==> config.mk <==
export PLATFORM = sky130hd
export DESIGN_NAME = spk_out_flat
export DESIGN_NICKNAME = d
export VERILOG_FILES = /design/src/rtl/pcss_flit_pkg.sv /design/src/rtl/spk_out_pkg.sv /design/src/rtl/spk_out_if.sv /design/src/rtl/data_fifo.sv /design/src/rtl/spk_out.sv /design/src/flat_wrapper.sv
export SDC_FILE = /design/constraint.sdc
export NUM_CORES = 1
export LEC_CHECK = 0
export ABC_AREA = 1
export BUFFER_PORTS_ARGS = -buffer_cell sky130_fd_sc_hd__buf_2
export CAP_MARGIN = 5
export CORE_MARGIN = 5
export CORE_UTILIZATION = 44
export CTS_BUF_LIST = sky130_fd_sc_hd__clkbuf_16
export DETAILED_ROUTE_END_ITERATION = 16
export MAX_ROUTING_LAYER = met4
export PLACE_DENSITY = 0.68
export REMOVE_ABC_BUFFERS = 1
export SYNTH_ARGS = -nofsm -noshare
export SYNTH_HDL_FRONTEND = slang
export SYNTH_SLANG_ARGS = --single-unit
==> constraint.sdc <==
create_clock -name clk -period 2.6 [get_ports clk]
set_clock_uncertainty 0.2 [all_clocks]
set_input_delay 0.52 -clock clk [delete_from_list [all_inputs] [get_ports clk]]
set_output_delay 0.52 -clock clk [all_outputs]
set_load 0.01 [all_outputs]
==> src/rtl/pcss_flit_pkg.sv <==
// pcss_flit_pkg: flit type codes and default flit geometry shared by the PCSS blocks.
// Latency: n/a (declarations only).
// Backpressure: n/a.
package pcss_flit_pkg;

  localparam int FLIT_W  = 59;  // full flit width
  localparam int FTYPE_W = 3;   // flit type field width (flit MSBs)
  localparam int SPK_W   = 24;  // spike payload width (x,y,z)

  typedef enum logic [2:0] {
    FT_SPIKE    = 3'b000,
    FT_DATA     = 3'b001,
    FT_DATA_END = 3'b010,
    FT_WRITE    = 3'b110,
    FT_READ     = 3'b111
  } flit_type_e;

endpackage

==> src/rtl/spk_out_pkg.sv <==
// spk_out_pkg: local types and defaults of the spike/config flit output stage.
// Latency: n/a (declarations only).
// Backpressure: n/a.
package spk_out_pkg;

  localparam int SPK_FIFO_AW = 4;   // spike FIFO depth is 2**SPK_FIFO_AW
  localparam int SPK_CREDIT  = 16;  // downstream slots available after reset

  typedef enum logic [1:0] {
    ST_IDLE     = 2'd0,
    ST_SEND_SPK = 2'd1,
    ST_SEND_CFG = 2'd2
  } spk_state_e;

endpackage

==> src/rtl/spk_out_if.sv <==
// spk_out_if: soma spike input, config response input, credit return and router flit output.
// Latency: n/a (wires only).
// Backpressure: soma sees spk_out_soma_busy; router side is credit based (credit_in).
// master = the spk_out block, slave = its environment (soma, config unit, router).
interface spk_out_if
  import pcss_flit_pkg::*;
#(
  parameter int FW  = FLIT_W,
  parameter int FTW = FTYPE_W,
  parameter int SW  = SPK_W
);
  logic                  soma_spk_vld;
  logic [SW-1:0]         soma_spk_data;
  logic                  spk_out_soma_busy;
  logic [FW-FTW-SW-1:0]  cfg_dst;
  logic                  config_spk_out_vld;
  logic [FW-1:0]         config_spk_out_data;
  logic                  spk_out_config_credit;
  logic [FW-1:0]         flit_out;
  logic                  flit_out_wr;
  logic                  credit_in;

  modport master (
    input  soma_spk_vld, soma_spk_data, cfg_dst, config_spk_out_vld,
           config_spk_out_data, credit_in,
    output spk_out_soma_busy, spk_out_config_credit, flit_out, flit_out_wr
  );

  modport slave (
    output soma_spk_vld, soma_spk_data, cfg_dst, config_spk_out_vld,
           config_spk_out_data, credit_in,
    input  spk_out_soma_busy, spk_out_config_credit, flit_out, flit_out_wr
  );
endinterface

==> src/rtl/data_fifo.sv <==
// data_fifo: generic synchronous FIFO, depth 2**ADDR_WIDTH, show-ahead read data.
// Latency: write visible on o_rdata the cycle after the push edge when empty.
// Backpressure: pushes while o_full and pops while o_empty are ignored.
// Ports: clk, rst_n (async active-low), i_wr/i_wdata push, i_rd pop,
//        o_rdata head entry, o_full, o_empty.
module data_fifo #(
  parameter int DATA_WIDTH = 8,
  parameter int ADDR_WIDTH = 4
) (
  input  logic                  clk,
  input  logic                  rst_n,
  input  logic                  i_wr,
  input  logic [DATA_WIDTH-1:0] i_wdata,
  input  logic                  i_rd,
  output logic [DATA_WIDTH-1:0] o_rdata,
  output logic                  o_full,
  output logic                  o_empty
);
  localparam int DEPTH = 1 << ADDR_WIDTH;

  logic [DATA_WIDTH-1:0] r_mem [DEPTH];
  logic [ADDR_WIDTH-1:0] r_wptr;
  logic [ADDR_WIDTH-1:0] r_rptr;
  logic [ADDR_WIDTH:0]   r_cnt;
  logic                  w_wr;
  logic                  w_rd;

  assign w_wr    = i_wr & ~o_full;
  assign w_rd    = i_rd & ~o_empty;
  assign o_full  = (r_cnt == (ADDR_WIDTH+1)'(DEPTH));
  assign o_empty = (r_cnt == '0);
  assign o_rdata = r_mem[r_rptr];

  // Storage carries no reset; the pointers and count define what is valid.
  always_ff @(posedge clk) begin
    if (w_wr) r_mem[r_wptr] <= i_wdata;
  end

  always_ff @(posedge clk or negedge rst_n) begin
    if (!rst_n) begin
      r_wptr <= '0;
      r_rptr <= '0;
      r_cnt  <= '0;
    end else begin
      if (w_wr) r_wptr <= r_wptr + 1'b1;
      if (w_rd) r_rptr <= r_rptr + 1'b1;
      case ({w_wr, w_rd})
        2'b10:   r_cnt <= r_cnt + 1'b1;
        2'b01:   r_cnt <= r_cnt - 1'b1;
        default: r_cnt <= r_cnt;
      endcase
    end
  end
endmodule

==> src/rtl/spk_out.sv <==
// spk_out: merges soma spikes (queued) and config read responses into router flits.
// Latency: spike pushed at edge t into an idle block -> flit_out_wr in cycle t+2; 1 flit / 2 cycles.
// Backpressure: spike FIFO full -> spk_out_soma_busy, further spikes dropped; no send without a credit.
// Ports: clk, rst_n (async active-low); bus (spk_out_if.master): soma spike in + busy,
//        cfg_dst, config flit in + config credit pulse, flit_out/flit_out_wr, credit_in;
//        drop_cnt (only when SPK_OUT_DROP_CNT_EN is defined: saturating dropped-spike count).
module spk_out
  import pcss_flit_pkg::*;
  import spk_out_pkg::*;
#(
  parameter int FW     = FLIT_W,
  parameter int FTW    = FTYPE_W,
  parameter int SW     = SPK_W,
  parameter int B      = SPK_FIFO_AW,
  parameter int CREDIT = SPK_CREDIT
) (
  input  logic        clk,
  input  logic        rst_n,
  spk_out_if.master   bus
`ifdef SPK_OUT_DROP_CNT_EN
  ,
  output logic [15:0] drop_cnt
`endif
);
  localparam int CW = $clog2(CREDIT) + 1;

  spk_state_e     r_state;
  spk_state_e     w_state_nxt;
  logic           w_push;
  logic           w_pop;
  logic           w_fifo_full;
  logic           w_fifo_empty;
  logic [SW-1:0]  w_fifo_rdata;
  logic           w_credit_ok;
  logic           r_cfg_full;
  logic [FW-1:0]  r_cfg_dat;
  logic [CW-1:0]  r_credit;
  logic [FW-1:0]  r_flit_out;
  logic           r_flit_wr;
  logic           r_cfg_credit;

  assign w_push                    = bus.soma_spk_vld & ~w_fifo_full;
  assign bus.spk_out_soma_busy     = w_fifo_full;
  assign bus.flit_out              = r_flit_out;
  assign bus.flit_out_wr           = r_flit_wr;
  assign bus.spk_out_config_credit = r_cfg_credit;

  data_fifo #(
    .DATA_WIDTH (SW),
    .ADDR_WIDTH (B)
  ) u_spk_fifo (
    .clk     (clk),
    .rst_n   (rst_n),
    .i_wr    (w_push),
    .i_wdata (bus.soma_spk_data),
    .i_rd    (w_pop),
    .o_rdata (w_fifo_rdata),
    .o_full  (w_fifo_full),
    .o_empty (w_fifo_empty)
  );

  // Config holding register: a new response is only taken when the slot is free.
  always_ff @(posedge clk or negedge rst_n) begin
    if (!rst_n) begin
      r_cfg_full <= 1'b0;
      r_cfg_dat  <= '0;
    end else if (r_state == ST_SEND_CFG) begin
      r_cfg_full <= 1'b0;
    end else if (bus.config_spk_out_vld && !r_cfg_full) begin
      r_cfg_full <= 1'b1;
      r_cfg_dat  <= bus.config_spk_out_data;
    end
  end

  // Credits are consumed when the flit leaves (flit_out_wr); a return in the
  // same cycle cancels out. Returns beyond CREDIT are absorbed.
  always_ff @(posedge clk or negedge rst_n) begin
    if (!rst_n) begin
      r_credit <= CW'(CREDIT);
    end else if (bus.credit_in && !r_flit_wr) begin
      if (r_credit != CW'(CREDIT)) r_credit <= r_credit + 1'b1;
    end else if (r_flit_wr && !bus.credit_in) begin
      r_credit <= r_credit - 1'b1;
    end
  end

  // The flit on flit_out_wr this cycle has not been charged yet, so the last
  // credit is treated as already spent while it is on the wire.
  assign w_credit_ok = (r_credit > CW'(1)) || ((r_credit == CW'(1)) && !r_flit_wr);

  always_ff @(posedge clk or negedge rst_n) begin
    if (!rst_n) r_state <= ST_IDLE;
    else        r_state <= w_state_nxt;
  end

  // Config responses win over queued spikes.
  always_comb begin
    w_state_nxt = ST_IDLE;
    w_pop       = 1'b0;
    case (r_state)
      ST_IDLE: begin
        if (r_cfg_full && w_credit_ok)         w_state_nxt = ST_SEND_CFG;
        else if (!w_fifo_empty && w_credit_ok) w_state_nxt = ST_SEND_SPK;
      end
      ST_SEND_SPK: w_pop = 1'b1;
      default:     w_state_nxt = ST_IDLE;
    endcase
  end

  always_ff @(posedge clk or negedge rst_n) begin
    if (!rst_n) begin
      r_flit_out   <= '0;
      r_flit_wr    <= 1'b0;
      r_cfg_credit <= 1'b0;
    end else begin
      r_flit_wr    <= 1'b0;
      r_cfg_credit <= 1'b0;
      if (r_state == ST_SEND_SPK) begin
        r_flit_out <= {FTW'(FT_SPIKE), bus.cfg_dst, w_fifo_rdata};
        r_flit_wr  <= 1'b1;
      end else if (r_state == ST_SEND_CFG) begin
        r_flit_out   <= r_cfg_dat;
        r_flit_wr    <= 1'b1;
        r_cfg_credit <= 1'b1;
      end
    end
  end

`ifdef SPK_OUT_DROP_CNT_EN
  logic [15:0] r_drop_cnt;

  always_ff @(posedge clk or negedge rst_n) begin
    if (!rst_n) begin
      r_drop_cnt <= '0;
    end else if (bus.soma_spk_vld && w_fifo_full && (r_drop_cnt != 16'hFFFF)) begin
      r_drop_cnt <= r_drop_cnt + 16'd1;
    end
  end

  assign drop_cnt = r_drop_cnt;
`endif

endmodule

==> src/flat_wrapper.sv <==
// flat-port wrapper written by rule: the top's interface ports become plain ports
module spk_out_flat import pcss_flit_pkg::*; import spk_out_pkg::*;
#(
  parameter int FW     = FLIT_W,
  parameter int FTW    = FTYPE_W,
  parameter int SW     = SPK_W,
  parameter int B      = SPK_FIFO_AW,
  parameter int CREDIT = SPK_CREDIT
)
  (clk, rst_n, bus_soma_spk_vld, bus_soma_spk_data, bus_cfg_dst, bus_config_spk_out_vld, bus_config_spk_out_data, bus_credit_in, bus_spk_out_soma_busy, bus_spk_out_config_credit, bus_flit_out, bus_flit_out_wr);
  spk_out_if #(.FW(FW), .FTW(FTW), .SW(SW)) bus_i ();
  input  logic clk;
  input  logic rst_n;
  input wire logic [$bits(bus_i.soma_spk_vld)-1:0] bus_soma_spk_vld;
  input wire logic [$bits(bus_i.soma_spk_data)-1:0] bus_soma_spk_data;
  input wire logic [$bits(bus_i.cfg_dst)-1:0] bus_cfg_dst;
  input wire logic [$bits(bus_i.config_spk_out_vld)-1:0] bus_config_spk_out_vld;
  input wire logic [$bits(bus_i.config_spk_out_data)-1:0] bus_config_spk_out_data;
  input wire logic [$bits(bus_i.credit_in)-1:0] bus_credit_in;
  output wire logic [$bits(bus_i.spk_out_soma_busy)-1:0] bus_spk_out_soma_busy;
  output wire logic [$bits(bus_i.spk_out_config_credit)-1:0] bus_spk_out_config_credit;
  output wire logic [$bits(bus_i.flit_out)-1:0] bus_flit_out;
  output wire logic [$bits(bus_i.flit_out_wr)-1:0] bus_flit_out_wr;
  assign bus_i.soma_spk_vld = bus_soma_spk_vld;
  assign bus_i.soma_spk_data = bus_soma_spk_data;
  assign bus_i.cfg_dst = bus_cfg_dst;
  assign bus_i.config_spk_out_vld = bus_config_spk_out_vld;
  assign bus_i.config_spk_out_data = bus_config_spk_out_data;
  assign bus_i.credit_in = bus_credit_in;
  assign bus_spk_out_soma_busy = bus_i.spk_out_soma_busy;
  assign bus_spk_out_config_credit = bus_i.spk_out_config_credit;
  assign bus_flit_out = bus_i.flit_out;
  assign bus_flit_out_wr = bus_i.flit_out_wr;
  spk_out #(.FW(FW), .FTW(FTW), .SW(SW), .B(B), .CREDIT(CREDIT)) u_core (.clk(clk), .rst_n(rst_n), .bus(bus_i));
endmodule
==> results.txt <==
----------------------------------------------------
[Synthesis]
  Yosys Warn Count ... 0
  Average footprint of a synthesized cell ... 10.4 sq um
  FFs w/ async S/R, synth ... between 20% and 30%
  Synth Instances ... 2,168
  Post-synthesis register bit count ... 525
  Prevailing post-synth register cell ... edfxtp_1
  Cell area after technology mapping ... between 20,000 and 25,000 sq um
  Number of distinct library cells after synthesis ... 29
  Number of flops mapped to enable cells by yosys ... approximately 380
  Portion of the post-synthesis area used by sequential elements ... 67.0%

[Worst setup path]
  Most used cell, CP ... nand2_1
  Endpoint class of the critical path ... register
  Worst Setup Start Kind ... register
  Highest net fanout along the worst path ... 5
  Class of the most critical setup path ... register to register
  Required time of the critical path ... about 2.9 ns
  Top delay family on crit path ... simple AND/OR/NAND/NOR gates
  Max stage delay cell, worst path ... dfrtp_1
  WP data arrival ... roughly 2.7 ns
  Cells traversed along the worst timing path ... nor2_2 -> nand4_1 -> nand2_1 -> inv_1 -> ha_2 -> xor2_1 -> ha_1 -> a21oi_2 -> nor2_1 -> o21ai_1 -> nand2_1
  Delay of the slowest cell on the worst path ... 0.44 ns
  Number of buffers and inverters on the critical path ... 1

[Layout]
  Growth of design area from synthesis to finish ... 19.6%
  Fraction of final layout cells with drive strength greater than 1 ... 15.4%
  Fillers ... approximately 4.3k
  Multi-input logic area ... 5850 sq um
  Register area ... approximately 15,000 sq um
  Utilization after layout ... 53.3%
  Nets ... 2,576

[Drt]
  Remaining DRCs ... 0
  Count of routing violations after the opening detailed-route iteration ... 1,002
  Via count ... ~16k
  Iteration count of the initial detailed-routing pass ... 5
  Total Wirelength ... about 55,000 um
  Count of antenna-violating nets left after detailed routing ... 0
  Ratio of routed vias to standard cells ... between 5 and 6
  Wirelength per Cell ... 17.5 um

[Timing]
  Worst hold-check slack ... 0.0326 ns
  Shortest period the worst path allows ... 2.38 ns
  Post-route clock period utilization ... 91.7%
  Hold violation total from the final report ... 0
  RSZ-0062 raised after global routing ... false
  Final WS setup ... 0.217 ns
  Slew of the pin with the lowest slew margin ... 0.797 ns
  Setup violation total in the final timing report ... 0
  Timing-limited maximum frequency ... 0.420 GHz
  Max-slew violations ... 0
  Worst-case headroom to the max-slew limit ... 46.9%

[Power and ir drop]
  Leakage ... 11.9 nW
  Internal power summed over all cells ... 18.6 mW
  Peak supply drop ... about 0.57 mV
  Proportion of power drawn by flip-flops and latches ... 39.4%
  Power per Cell Area ... 1080 nW/um^2
  Share of power burned in combinational logic ... a little over a third
  P_sw ... between 10 and 15 mW
  Part of the total power dissipated in the clock network ... between 20% and 30%
  Switching Share ... 36.2%

[Clock network]
  Number of clock buffers inserted by TritonCTS ... 53
  Number of buffers on the longest clock path ... 3
  TritonCTS clock tree ... built
  Clk pin slew, worst setup/hold paths ... ~0.060 ns
  Clock latency of the later-clocked register in the worst-skew pair ... a little under 0.6 ns
  Clock Sinks ... 525
  Htree depth ... 2
  Master cell of the clock root buffer ... clkbuf_16

[Flow run]
  Reported max-cap violation count ... 0

[Global route]
  Overall overflow remaining after global route ... 0
  Number of antenna violations at the first check in global routing ... 2
  Maximum number of pins on one net before global-route repair ... just under 80
  Wire length of the first global-routing pass ... 87,500 um
  Overall track demand over capacity in global routing ... 20.1%
  Via count of the first global-routing pass ... approximately 16k

[Run status]
  Outcome ... complete, no violations

[Placement]
  DPL Wire Length ... roughly 33,000 um
  Count of port buffers added during placement ... ~180
  Worst setup slack before clock tree synthesis ... -0.0507 ns
  GPL Wtd Cong ... 0.832

[Hold path]
  Worst min-delay path category ... input port to register

[Die]
  Initial core utilization ... 44.6%
  Top-level I/O count ... 182
  Vertical die dimension ... between 200 and 250 um
  Die area ... 55,700 sq um
  Total core area ... 50,400 sq um
  Standard-cell rows ... 82
  Horizontal die dimension ... approximately 240 um

----------------------------------------------------
[power groups by stage]
stage | clock network [mW] | registers [mW] | logic [mW]
after floorplan | 0 | 12.2 | 5.55
after global placement | 0 | 11.6 | 9.89
after detailed placement | 0 | 11.6 | 10.1
after CTS | 7.58 | 11.5 | 10.3
after global routing | 7.92 | 11.6 | 11.5
final | 7.39 | 11.5 | 10.2
[per-stage QoR]
| stage | cells | setup TNS [ns] | instance area, sq um | total power [mW] |
|---|---|---|---|---|
| after floorplan | 2055 | -110.90 | 21800 | 17.7 |
| after global routing | 3160 | 0 | 26900 | 31.0 |
| after global placement | 2976 | 0 | 24300 | 21.4 |
| final | 3161 | 0 | 26900 | 29.1 |
| after CTS | 3158 | 0 | 26900 | 29.4 |
| after detailed placement | 2976 | -0.0507 | 24300 | 21.8 |
[layer usage]
layer / vias to the layer above / share of wire (%) / track usage [%]
met1: 7650 / 42 / 25.1
met5: - / 0 / -
met2: 498 / 49 / 33.8
met4: 0 / 2.4 / 6.00
met3: 99 / 6.4 / 3.55
li1: 7632 / - / -
[flip-flops by register name (all words and copies together) (netlist names)]
signal / count
u_core.u_spk_fifo.r_mem: 384
u_core.r_state: 2
u_core.r_cfg_dat: 59
u_core.u_spk_fifo.r_cnt: 5
u_core.bus.spk_out_config_credit: 1
u_core.r_credit: 5
u_core.bus.flit_out: 59
u_core.u_spk_fifo.r_wptr: 4
u_core.bus.flit_out_wr: 1
u_core.r_cfg_full: 1
u_core.u_spk_fifo.r_rptr: 4
[cell usage in the layout, fill, tap and decap left out, types with 52 or more instances in the layout]
cell type and instances:
a21oi_1 52, clkbuf_16 55, nor2_1 73, dfrtp_1 137
buf_2 180, inv_1 262, nand2_1 721, o21ai_0 71
dlygate4sd3_1 82, edfxtp_1 384, nand3_1 270
[Yosys cell counts, drive strengths merged (15+ instances only)]
master	n	area share (%)
a21oi	53	1.2
nand2	722	12
mux2	33	1.7
nor2	90	1.5
clkbuf	26	0.44
inv	248	4.2
edfxtp	384	51
dfrtp	140	16
o21ai	76	1.7
buf	87	2.6
ha	15	0.84
nand3	270	6.0
[tightest hold or removal path, cell delays in order]
cell	delay, ns
buf_2	0.08
nor2_1	0.03
o21ai_0	0.15
[final cells by class]
| cell class | instances | share of cell area, % |
|---|---|---|
| clock inverters | 45 | 1.18 |
| flip-flops and latches | 525 | 56.1 |
| well taps | 672 | 3.13 |
| multi-input cells | 1282 | 21.8 |
| diodes | 3 | 0.0279 |
| clock buffers | 55 | 5.12 |
| inverters | 248 | 3.49 |
| repair buffers | 331 | 9.19 |
[cells by family after synthesis]
kind of cell	synth area share, %
muxes	1.65
AOI/OAI and AO/OA	2.92
adders and majority gates	0.835
buffers and inverters	7.20
and+or+nand+nor	19.8
xor gates and xnor gates	0.546
DFF	67.0
[worst paths after layout]
path,end,from,slack [ns],cells after the start
setup / recovery,u_core.u_spk_fifo.r_cnt[2],u_core.u_spk_fifo.r_cnt[1],0.22,11
hold / removal,u_core.bus.flit_out[37],bus_cfg_dst[13],0.03,3
setup reg to reg,u_core.u_spk_fifo.r_cnt[2],u_core.u_spk_fifo.r_cnt[1],0.22,11
hold reg to reg,u_core.bus.flit_out[5],u_core.bus.flit_out[5],0.28,2
max in group asynchronous,u_core.r_cfg_dat[35],rst_n,1.39,3
min in group asynchronous,u_core.r_cfg_dat[27],rst_n,0.21,2
[repair_timing]
action                     in CTS  in global routing
setup endpoints to repair       1                  3
buffers inserted                0                  0
pin swaps                       0                  1
hold buffers                   82                  0
hold endpoints to repair      203                  0
resized for setup               1                  4
(Power assumes the default switching activity.)
